`config.mk`:
```
export PLATFORM = sky130hd
export DESIGN_NAME = ps2_tx
export DESIGN_NICKNAME = d
export VERILOG_FILES = /design/src/rtl/ps2_tx.sv
export SDC_FILE = /design/constraint.sdc
export NUM_CORES = 1
export LEC_CHECK = 0
export ABC_AREA = 0
export CORE_ASPECT_RATIO = 1.25
export CORE_MARGIN = 2
export CORE_UTILIZATION = 39
export DETAILED_ROUTE_END_ITERATION = 6
export PLACE_DENSITY = 0.63
export RECOVER_POWER = 100
export SKIP_CTS_REPAIR_TIMING = 1
export SLEW_MARGIN = 20
export SYNTH_ARGS = -nofsm -noshare
export SYNTH_HDL_FRONTEND = slang
export SYNTH_SLANG_ARGS = --single-unit
export TNS_END_PERCENT = 10
```
`constraint.sdc`:
```
create_clock -name clk -period 3.32 [get_ports clk]
set_input_delay 0.664 -clock clk [delete_from_list [all_inputs] [get_ports clk]]
set_output_delay 0.664 -clock clk [all_outputs]
set_load 0.02 [all_outputs]
```
`src/rtl/ps2_tx.sv`:
```
// Host-to-device PS/2 transmitter: inhibit, request-to-send, then shift a byte,
// odd parity and stop bit out on device-generated clocks and check the ACK.
module ps2_tx #(
  parameter int unsigned INHIBIT_CYC = 1600,
  parameter int unsigned TIMEOUT_CYC = 320000
) (
  input  logic       clk,
  input  logic       reset,
  input  logic [7:0] tx_data,
  input  logic       tx_start,
  output logic       busy,
  output logic       done,
  output logic       nack,
  output logic       timeout,
  input  logic       ps2_clk_i,
  input  logic       ps2_dat_i,
  output logic       ps2_clk_oe,
  output logic       ps2_dat_oe
);

  localparam int unsigned MAX_CYC = (TIMEOUT_CYC > INHIBIT_CYC) ? TIMEOUT_CYC : INHIBIT_CYC;
  localparam int unsigned CNT_W   = $clog2(MAX_CYC + 1);

  localparam logic [2:0] S_IDLE      = 3'd0;
  localparam logic [2:0] S_INHIBIT   = 3'd1;
  localparam logic [2:0] S_REQ       = 3'd2;
  localparam logic [2:0] S_SEND      = 3'd3;
  localparam logic [2:0] S_WAIT_IDLE = 3'd4;

  logic [2:0]       state_q, state_d;
  logic [CNT_W-1:0] cnt_q, cnt_d;
  logic [3:0]       fe_cnt_q, fe_cnt_d;
  logic [9:0]       shift_q, shift_d;
  logic             busy_q, busy_d;
  logic             done_q, done_d;
  logic             nack_q, nack_d;
  logic             timeout_q, timeout_d;
  logic             clk_oe_q, clk_oe_d;
  logic             dat_oe_q, dat_oe_d;

  logic clk_s1_q, clk_s2_q, clk_prev_q;
  logic dat_s1_q, dat_s2_q;
  logic fe_c;
  logic tmo_hit_c;

  // Pin synchronizers; idle-high reset value avoids a spurious edge after reset
  always_ff @(posedge clk) begin
    if (reset) begin
      clk_s1_q   <= 1'b1;
      clk_s2_q   <= 1'b1;
      clk_prev_q <= 1'b1;
      dat_s1_q   <= 1'b1;
      dat_s2_q   <= 1'b1;
    end else begin
      clk_s1_q   <= ps2_clk_i;
      clk_s2_q   <= clk_s1_q;
      clk_prev_q <= clk_s2_q;
      dat_s1_q   <= ps2_dat_i;
      dat_s2_q   <= dat_s1_q;
    end
  end

  assign fe_c      = clk_prev_q & ~clk_s2_q;
  assign tmo_hit_c = (cnt_q == CNT_W'(TIMEOUT_CYC - 1));

  always_ff @(posedge clk) begin
    if (reset) begin
      state_q   <= S_IDLE;
      cnt_q     <= '0;
      fe_cnt_q  <= '0;
      shift_q   <= '0;
      busy_q    <= 1'b0;
      done_q    <= 1'b0;
      nack_q    <= 1'b0;
      timeout_q <= 1'b0;
      clk_oe_q  <= 1'b0;
      dat_oe_q  <= 1'b0;
    end else begin
      state_q   <= state_d;
      cnt_q     <= cnt_d;
      fe_cnt_q  <= fe_cnt_d;
      shift_q   <= shift_d;
      busy_q    <= busy_d;
      done_q    <= done_d;
      nack_q    <= nack_d;
      timeout_q <= timeout_d;
      clk_oe_q  <= clk_oe_d;
      dat_oe_q  <= dat_oe_d;
    end
  end

  // Next-state logic; shift_q holds {stop, parity, D7..D0} still to be presented
  always_comb begin
    state_d   = state_q;
    cnt_d     = cnt_q;
    fe_cnt_d  = fe_cnt_q;
    shift_d   = shift_q;
    busy_d    = busy_q;
    done_d    = 1'b0;
    nack_d    = nack_q;
    timeout_d = timeout_q;
    clk_oe_d  = clk_oe_q;
    dat_oe_d  = dat_oe_q;

    case (state_q)
      S_IDLE: begin
        busy_d   = 1'b0;
        clk_oe_d = 1'b0;
        dat_oe_d = 1'b0;
        if (tx_start && !busy_q) begin
          state_d   = S_INHIBIT;
          busy_d    = 1'b1;
          clk_oe_d  = 1'b1;
          nack_d    = 1'b0;
          timeout_d = 1'b0;
          cnt_d     = '0;
          fe_cnt_d  = '0;
          shift_d   = {1'b1, ~^tx_data, tx_data};
        end
      end

      S_INHIBIT: begin
        cnt_d = cnt_q + CNT_W'(1);
        if (cnt_q == CNT_W'(INHIBIT_CYC - 1)) begin
          state_d  = S_REQ;
          dat_oe_d = 1'b1;
        end
      end

      S_REQ: begin
        state_d  = S_SEND;
        clk_oe_d = 1'b0;
        cnt_d    = '0;
      end

      S_SEND: begin
        cnt_d = cnt_q + CNT_W'(1);
        if (tmo_hit_c) begin
          state_d   = S_IDLE;
          timeout_d = 1'b1;
          done_d    = 1'b1;
          dat_oe_d  = 1'b0;
        end else if (fe_c) begin
          fe_cnt_d = fe_cnt_q + 4'd1;
          if (fe_cnt_q == 4'd10) begin
            nack_d   = dat_s2_q;
            dat_oe_d = 1'b0;
            state_d  = S_WAIT_IDLE;
          end else begin
            dat_oe_d = ~shift_q[0];
            shift_d  = {1'b1, shift_q[9:1]};
          end
        end
      end

      S_WAIT_IDLE: begin
        cnt_d = cnt_q + CNT_W'(1);
        if (tmo_hit_c) begin
          state_d   = S_IDLE;
          timeout_d = 1'b1;
          done_d    = 1'b1;
        end else if (clk_s2_q && dat_s2_q) begin
          state_d = S_IDLE;
          done_d  = 1'b1;
        end
      end

      default: begin
        state_d  = S_IDLE;
        clk_oe_d = 1'b0;
        dat_oe_d = 1'b0;
      end
    endcase
  end

  assign busy       = busy_q;
  assign done       = done_q;
  assign nack       = nack_q;
  assign timeout    = timeout_q;
  assign ps2_clk_oe = clk_oe_q;
  assign ps2_dat_oe = dat_oe_q;

endmodule

```
==> results of run 1 <==
==> kinds of logic after synthesis <==
family                   synth area share [%]
buffers and inverters                    5.49
XOR/XNOR                                 7.32
AND/OR/NAND/NOR                          25.7
AO/OA/AOI/OAI                            19.8
adder cells (fa/ha/maj)                  1.57
flip-flops                               39.3
multiplexers                            0.889
==> registers in the layout, indices dropped and copies added (netlist names), 3 cells and up <==
name / cells
state_q: 3
cnt_q: 19
fe_cnt_q: 4
shift_q: 10
==> stage by stage <==
stage,std cells,setup slack (ns),util [%]
floorplan,282,1.01,-
global placement,369,0.492,44.8
detailed placement,369,0.452,44.8
CTS,376,0.760,46.3
global route,376,0.482,46.0
finish,376,0.680,46.0
==> cells in the mapped netlist (all sizes together), types with 2 or more instances <==
master,n
and3b,2
nor3,4
nand3b,3
ha,3
nand4,10
o21ai,12
nand2b,2
dfxtp,47
a21o,2
nor2,22
nand2,28
xor2,6
a311oi,9
o31ai,3
a31oi,3
a21oi,20
a211oi,11
or2,7
and3,2
clkbuf,10
o211ai,2
nor4,7
or4,5
xnor2,14
or3,7
nand3,5
inv,11
buf,7
==> layout by cell type (no fill, tap or decap), types with 2 or more instances in the layout <==
| cell | count |
|---|---|
| nand3b_1 | 3 |
| a21oi_1 | 19 |
| clkbuf_8 | 6 |
| xnor2_1 | 14 |
| o211ai_1 | 2 |
| a31oi_1 | 3 |
| xor2_1 | 6 |
| nor3_1 | 4 |
| and3b_1 | 2 |
| clkdlybuf4s50_1 | 10 |
| a211oi_1 | 11 |
| and3_1 | 2 |
| nand3_1 | 5 |
| ha_1 | 3 |
| or2_2 | 6 |
| dlygate4sd3_1 | 8 |
| dfxtp_1 | 47 |
| clkbuf_1 | 3 |
| nor2_1 | 21 |
| or4_1 | 5 |
| nand2_1 | 28 |
| nor4_1 | 6 |
| o31ai_1 | 3 |
| a311oi_1 | 9 |
| or3_1 | 7 |
| nand4_1 | 10 |
| o21ai_0 | 11 |
| nand2b_1 | 2 |
| inv_1 | 11 |
| a21o_1 | 2 |
==> power by group <==
group / internal [mW] / switching, mW
Clock: 0.164 / 0.186
Combinational: 0.0590 / 0.0717
Sequential: 0.586 / 0.0158
Total: 0.809 / 0.273
==> final cells by class <==
| cell class | instances | area [um^2] | area share (%) |
|---|---|---|---|
| well taps | 82 | 103 | 3.81 |
| flip-flops and latches | 47 | 941 | 34.9 |
| repair buffers | 22 | 199 | 7.39 |
| multi-input cells | 207 | 1320 | 49.1 |
| inverters | 11 | 41.3 | 1.53 |
| clock buffers | 6 | 82.6 | 3.07 |
| clock inverters | 1 | 5.00 | 0.186 |
==> worst register-to-register path, cell delays in order (launching register included) <==
cell and delay [ns]:
dfxtp_1 0.59, nand3b_1 0.49, nor2_1 0.27, clkbuf_1 0.44, a21o_1 0.40, a311oi_1 0.16
==> worst paths after layout <==
kind,from,end,slack (ns),cells after the start
setup / recovery,tx_start,cnt_q[17],0.68,6
hold / removal,dat_s1_q,dat_s2_q,0.42,1
setup reg to reg,state_q[1],shift_q[6],0.82,5
hold reg to reg,dat_s1_q,dat_s2_q,0.42,1
==> routing by layer <==
| metal | GRT usage (%) | share of wire [%] |
|---|---|---|
| met4 | 4.85 | 1.4 |
| met2 | 27.7 | 50 |
| met5 | 0 | 0 |
| met1 | 21.5 | 46 |
| met3 | 3.00 | 2.6 |
==> run metrics, run 1 <==
via count 2028; number of fill cells approximately 600; Worst-Margin Slew 1.07 ns; Core ar. 5860 um^2; row count 31; worst path cell trace dlygate4sd3_1 -> nand2b_1 -> and3b_1 -> or4_1 -> or4_1 -> a21oi_1; post-synthesis cell count around 280; most frequent CP cell or4_1; CTS Buf Count 5; Yosys Warn Count 0; Clock Skew between 0.004 and 0.005 ns; count of cell types in the netlist 53; initial core utilization 40.9%; Area after DPL between 2000 and 3000 um^2; total nets after synthesis a little under 300; die span in y 91.6 um; Slew Limit Fails 0; Mapped Avg Cell Area approximately 8.5 um^2; Root Buffer clkbuf_8; DIE WIDTH roughly 74 um; WP buf/inv 1; RSZ-0062 raised after global routing false; first-pass GRT wire length roughly 9 mm; Clock Latency Late Sink 0.30 ns; CTS tree built; Boundary Pins 19; Antenna diodes 0; # DRC 0; Final Cycle Share 79.5%; remaining global-route overflow 0; minimum clock period 2.64 ns; worst hold path class reg -> reg; Reg clk slew, reported paths 0.08 ns; GPL Wtd Cong 0.860; largest net degree at the start of global routing 20; Hold WS 0.416 ns; max-cap violation count 0; PwrDens approximately 400 nW/um^2; final hold violations 0; Crit path largest cell delay 0.68 ns; Setup TNS Final 0 ns; Design Area, Final between 2000 and 3000 um^2; top_reg_cell synth dfxtp_1; leading area contributor after synthesis dfxtp_1; Critical Path Start Type input pin; 1st-pass router iterations 4; run status finished, final reports clean; DR vias/cell 5.39; Synth top area share 39.3%; Post-synth EDFFs 0; Max stage delay cell, worst path or4_1; crit path DAT between 2 and 3 ns; synthesized area ~2400 um^2; top area cells in the synthesized netlist dfxtp_1 (39%), xnor2_1 (5.1%), nand2_1 (4.4%); Leak a little under 0.9 nW; critical path class in -> reg; initial antenna violation count 0; DP HPWL ~3.7 mm; Max FO, Critical Path 10; Max Clock Freq between 0.3 and 0.4 GHz; required time of the worst setup path between 3 and 4 ns; clk buf depth 2; Async SR Flop Fraction 0%; CTS Sinks 47; CTS H-tree lvls 2; vias in the first global route just under 2000; Routed Antenna Nets 0; final WL roughly 5 mm; Total GRT Usage 16.6%; die area a little under 7000 um^2; worst vdd ir about 0.24 mV; Final Total Pwr around 1.1 mW; Critical Path End Type register; IO Port Bufs 18; Rel. slew slack between 20% and 30%; routed len/inst about 14 um; Final nets 310; ratio of cells with drive above 1 in the final layout just under 7%; post-synthesis sequential area ratio roughly two fifths; DRT iter0 DRCs roughly 100; Yosys reg bits 47; Top Family by Delay on Critical Path simple AND/OR/NAND/NOR gates; Layout area overhead 12.5%; final setup fails 0
Power figures use the tool's default switching activity.
==> run 2, diff against run 1 <==
Settings changed: PLACE_DENSITY 0.63 to 0.65.
Clock period 3.32 ns to 2.35 ns, I/O delays scaled along.
==> run metrics, run 2 (synthesis results as in run 1) <==
required time of the worst setup path 2.58 ns (-0.96 ns); Root Buffer clkbuf_8; Clock Skew 0.0103 ns (+0.00588 ns); placed insts 384 (+4.1%); Leak 0.944 nW (+7.3%); Reg clk slew, reported paths 0.08 ns (about the same); CTS Buf Count 5 (unchanged); via count 2159 (+6.5%); Int Power 1.19 mW (+48%); DRT iter0 DRCs 119 (+16%); remaining global-route overflow 0 (unchanged); Final nets 325 (+4.8%); most common cell after layout, fill and taps aside dfxtp_1; Routed Antenna Nets 0 (unchanged); Biggest register cnt_q; max-cap violation count 0 (unchanged); most frequent cells in the layout dfxtp_1 (47), nand2_1 (28), nor2_1 (21); initial antenna violation count 0 (unchanged); Antenna diodes 0 (unchanged); critical path class in -> reg; CTS Sinks 47 (unchanged); Top Family by Delay on Critical Path simple AND/OR/NAND/NOR gates; IO Port Bufs 18 (unchanged); biggest regs cnt_q: 19 flops, shift_q: 10 flops, fe_cnt_q: 4 flops; Final Non-Filler Cells 392 (+4.3%); Clk pwr share 34.0% (+1.7 points); worst vdd ir 0.378 mV (+60%); Reg power frac 53.0% (-2.6 points); WP buf/inv 2 (+1); DR vias/cell 5.51 (+2.1%); Final Total Pwr 1.60 mW (+48%); initial core utilization 40.9% (unchanged); minimum clock period between 2 and 2.5 ns; final WL 5.25 mm (+2.7%); sw frac 25.3% (about the same); Boundary Pins 19 (unchanged); vias in the first global route 2119 (+8.4%); run status finished, final reports clean; Critical Path End Type register; worst path cell trace clkdlybuf4s50_1 -> nand2b_1 -> and3b_1 -> or4_1 -> clkbuf_2 -> or3_1 -> a21oi_1; RSZ-0062 raised after global routing false; die area 6780 um^2 (unchanged); Hold WS 0.416 ns (+0.000457 ns); Clock Latency Late Sink 0.31 ns (about the same); Max Clock Freq ~0.46 GHz; Critical Path Start Type input pin; Slew Limit Fails 0 (unchanged); Core ar. 5860 um^2 (unchanged); DP HPWL 3.93 mm (+6.1%); final hold violations 0 (unchanged); Max stage delay cell, worst path or4_1; Largest register FFs 19 (unchanged); first-pass GRT wire length 9.29 mm (+3.1%); ratio of cells with drive above 1 in the final layout 10.6% (+3.8 points); row count 31 (unchanged); Rel. slew slack 54.7% (+26 points); die span in y 91.6 um (unchanged); Final Cycle Share 92.5%; largest net degree at the start of global routing 20 (unchanged); worst hold path class reg -> reg; crit path DAT 2.40 ns (-0.46 ns); GPL Wtd Cong 0.893 (+3.8%); routed len/inst 13.4 um (-1.5%); 1st-pass router iterations 4 (unchanged); # DRC 0 (unchanged); Total GRT Usage 17.2% (+0.56 points); CTS tree built; final setup fails 0 (unchanged); switching power 0.403 mW (+47%); PwrDens 569 nW/um^2 (+42%); Setup TNS Final 0 ns (unchanged); combinational share of power 13.0% (+0.9 points); clk buf depth 2 (unchanged); Max FO, Critical Path 6 (-4); Final Util 47.9% (+1.9 points); Layout area overhead 17.2%; CTS H-tree lvls 2 (unchanged); Worst-Margin Slew 0.680 ns (-0.391 ns); Crit path largest cell delay 0.58 ns (-0.10 ns); DIE WIDTH 74.1 um (unchanged)
-- run 2: final cells by class --
| cell class | count | area, um^2 |
|---|---|---|
| flip-flops and latches | 47 | 941 |
| inverters | 11 | 41.3 |
| repair buffers | 37 | 295 |
| well taps | 82 | 103 |
| multi-input cells | 207 | 1320 |
| fillers | 599 | 3050 |
| clock inverters | 1 | 7.51 |
| clock buffers | 7 | 96.3 |
-- run 2: layer usage --
metal | vias to the layer above | global-route usage, % | part of all wire [%]
li1 | 1078 | - | -
met1 | 1037 | 20.4 | 44
met2 | 37 | 29.2 | 52
met3 | 7 | 4.00 | 2.9
met4 | 0 | 6.52 | 1.6
met5 | - | 0 | 0
-- run 2: path summary, 6_finish.rpt --
kind	from	to	slack, ns	cells past startpoint
worst min-delay path	dat_s1_q	dat_s2_q	0.42	1
worst max-delay path	tx_start	cnt_q[13]	0.18	7
worst max register to register	cnt_q[11]	shift_q[5]	0.19	6
worst min register to register	dat_s1_q	dat_s2_q	0.42	1
-- run 2: through the flow --
step,setup WS (ns),area (um^2)
final,0.176,2810
after detailed placement,-0.153,2740
after floorplan,0.225,2390
after global placement,-0.112,2740
after CTS,0.168,2840
after global routing,0.0323,2810
-- run 2: power by group through the flow --
stage                     Clock (mW)  Sequential, mW  Combinational [mW]
after global routing           0.585           0.851               0.231
after CTS                      0.552           0.846               0.221
after global placement             0           0.864               0.219
after floorplan                    0           0.864               0.144
after detailed placement           0           0.865               0.220
final                          0.543           0.846               0.208
==> run 3, diff against run 2 <==
Settings changed: SETUP_SLACK_MARGIN set to 0.2.
==> run metrics, run 3 (synthesis results as in run 1) <==
Top Family by Delay on Critical Path buffers and inverters; Crit path largest cell delay 0.45 ns (-0.13 ns); Routed Antenna Nets 0 (unchanged); Total GRT Usage 17.2% (unchanged); DR vias/cell 5.51 (unchanged); # DRC 0 (unchanged); number of fill cells 600 (+0.17%); Max FO, Critical Path 11 (+5); Core ar. 5860 um^2 (unchanged); Critical Path End Type register; Max stage delay cell, worst path clkdlybuf4s50_1; final worst slack 0.204 ns (+0.0286 ns); worst path cell trace clkdlybuf4s50_1 -> nand2b_1 -> buf_4 -> nor4_1 -> clkbuf_1 -> o211ai_1 -> mux2_1 -> a21oi_1; final setup fails 0 (unchanged); CTS Sinks 47 (unchanged); DP HPWL 3.93 mm (unchanged); Reg clk slew, reported paths 0.08 ns (about the same); via count 2159 (unchanged); Int Power 1.19 mW (about the same); first-pass GRT wire length 9.29 mm (unchanged); required time of the worst setup path 2.58 ns (about the same); switching power 0.398 mW (-1.2%); Clk pwr share 33.8% (-0.2 points); CTS H-tree lvls 2 (unchanged); run status finished, final reports clean; max-cap violation count 0 (unchanged); Boundary Pins 19 (unchanged); initial antenna violation count 0 (unchanged); most frequent cells in the layout dfxtp_1 (47), nand2_1 (28), nor2_1 (21); CTS Buf Count 5 (unchanged); largest net degree at the start of global routing 20 (unchanged); clk buf depth 2 (unchanged); most common cell after layout, fill and taps aside dfxtp_1; Clock Latency Late Sink 0.30 ns (about the same); initial core utilization 40.9% (unchanged); CTS tree built; die span in y 91.6 um (unchanged); combinational share of power 13.1% (about the same); final WL 5.22 mm (-0.44%); Biggest register cnt_q; Root Buffer clkbuf_8; DIE WIDTH 74.1 um (unchanged); DRT iter0 DRCs 118 (-0.84%); vias in the first global route 2119 (unchanged); Max Clock Freq 0.466 GHz (+1.3%); dpl ws -0.153 ns (unchanged); Worst-Margin Slew 0.680 ns (unchanged); Layout area overhead 17.5%; minimum clock period 2.15 ns (-0.0286 ns); worst vdd ir 0.378 mV (about the same); sw frac 25.0% (-0.23 points); die area 6780 um^2 (unchanged); biggest regs cnt_q: 19 flops, shift_q: 10 flops, fe_cnt_q: 4 flops; crit path DAT 2.38 ns (-0.02 ns); WP buf/inv 3 (+1); RSZ-0062 raised after global routing true; Reg power frac 53.2% (+0.2 points); Largest register FFs 19 (unchanged); Final nets 325 (unchanged); Antenna diodes 0 (unchanged); 1st-pass router iterations 4 (unchanged); critical path class in -> reg; Clock Skew 0.00637 ns (-0.00390 ns); Leak 0.946 nW (+0.17%); GPL Wtd Cong 0.893 (unchanged); row count 31 (unchanged); final hold violations 0 (unchanged); Critical Path Start Type input pin; PwrDens 566 nW/um^2 (-0.58%); Final Total Pwr 1.59 mW (-0.31%); worst hold path class reg -> reg; Slew Limit Fails 0 (unchanged); Final Cycle Share 91.3% (-1.2 points); remaining global-route overflow 0 (unchanged); Rel. slew slack 54.7% (unchanged); ratio of cells with drive above 1 in the final layout 11.3% (+0.65 points); routed len/inst 13.3 um (-0.44%); IO Port Bufs 18 (unchanged)
==> run 3: changes by cell type in the layout (fill, tap and decap cells not counted) <==
cell	before	now
and3_2	0	1
or4_1	5	4
and3_1	2	1
or4_4	0	1
buf_4	11	12
clkbuf_2	2	1
==> run 3: path summary, 6_finish.rpt <==
path | startpoint | endpoint | slack, ns | depth (start not counted)
min reg2reg | dat_s1_q | dat_s2_q | 0.42 | 1
max | tx_start | nack | 0.20 | 8
min | dat_s1_q | dat_s2_q | 0.42 | 1
max reg2reg | cnt_q[11] | shift_q[5] | 0.20 | 6
==> run 3: metrics by stage <==
step                setup TNS (ns)  std cells  utilization [%]  instance area (um^2)  hold slack (ns)
floorplan                        0        282                -                  2390            0.389
global placement            -0.385        384             46.7                  2740            0.397
detailed placement          -0.523        384             46.7                  2740            0.398
CTS                              0        392             48.5                  2840            0.422
global route                     0        392             48.0                  2810            0.434
finish                           0        392             48.0                  2810            0.416
==> run 3: power groups by stage <==
stage | registers (mW) | clock network (mW) | logic [mW]
6_report | 0.846 | 0.537 | 0.208
5_1_grt | 0.851 | 0.585 | 0.231
4_1_cts | 0.846 | 0.552 | 0.221
3_5_place_dp | 0.865 | 0 | 0.220
3_3_place_gp | 0.864 | 0 | 0.219
2_1_floorplan | 0.864 | 0 | 0.144
==> run 3: routing by layer <==
layer,part of all wire (%),vias up,track usage [%],routed length [um]
met1,43,1037,20.4,2260
met4,1.6,0,6.52,85
li1,-,1078,-,-
met2,52,37,29.2,2710
met3,3.3,7,4.00,173
met5,0,-,0,0
==> run 3: final cells by class <==
| type | instances | area, um^2 | share of cell area [%] |
|---|---|---|---|
| Multi-Input combinational cell | 207 | 1330 | 47.2 |
| Sequential cell | 47 | 941 | 33.5 |
| Timing Repair Buffer | 37 | 298 | 10.6 |
| Tap cell | 82 | 103 | 3.65 |
| Clock buffer | 7 | 96.3 | 3.43 |
| Inverter | 11 | 41.3 | 1.47 |
| Clock inverter | 1 | 7.51 | 0.267 |
==> run 3: worst register-to-register path, cell delays in order (launching register included) <==
cell	delay, ns
dfxtp_1	0.35
or4_1	0.59
nor4_4	0.38
a21oi_2	0.16
a21o_1	0.19
clkbuf_1	0.15
a311oi_1	0.25
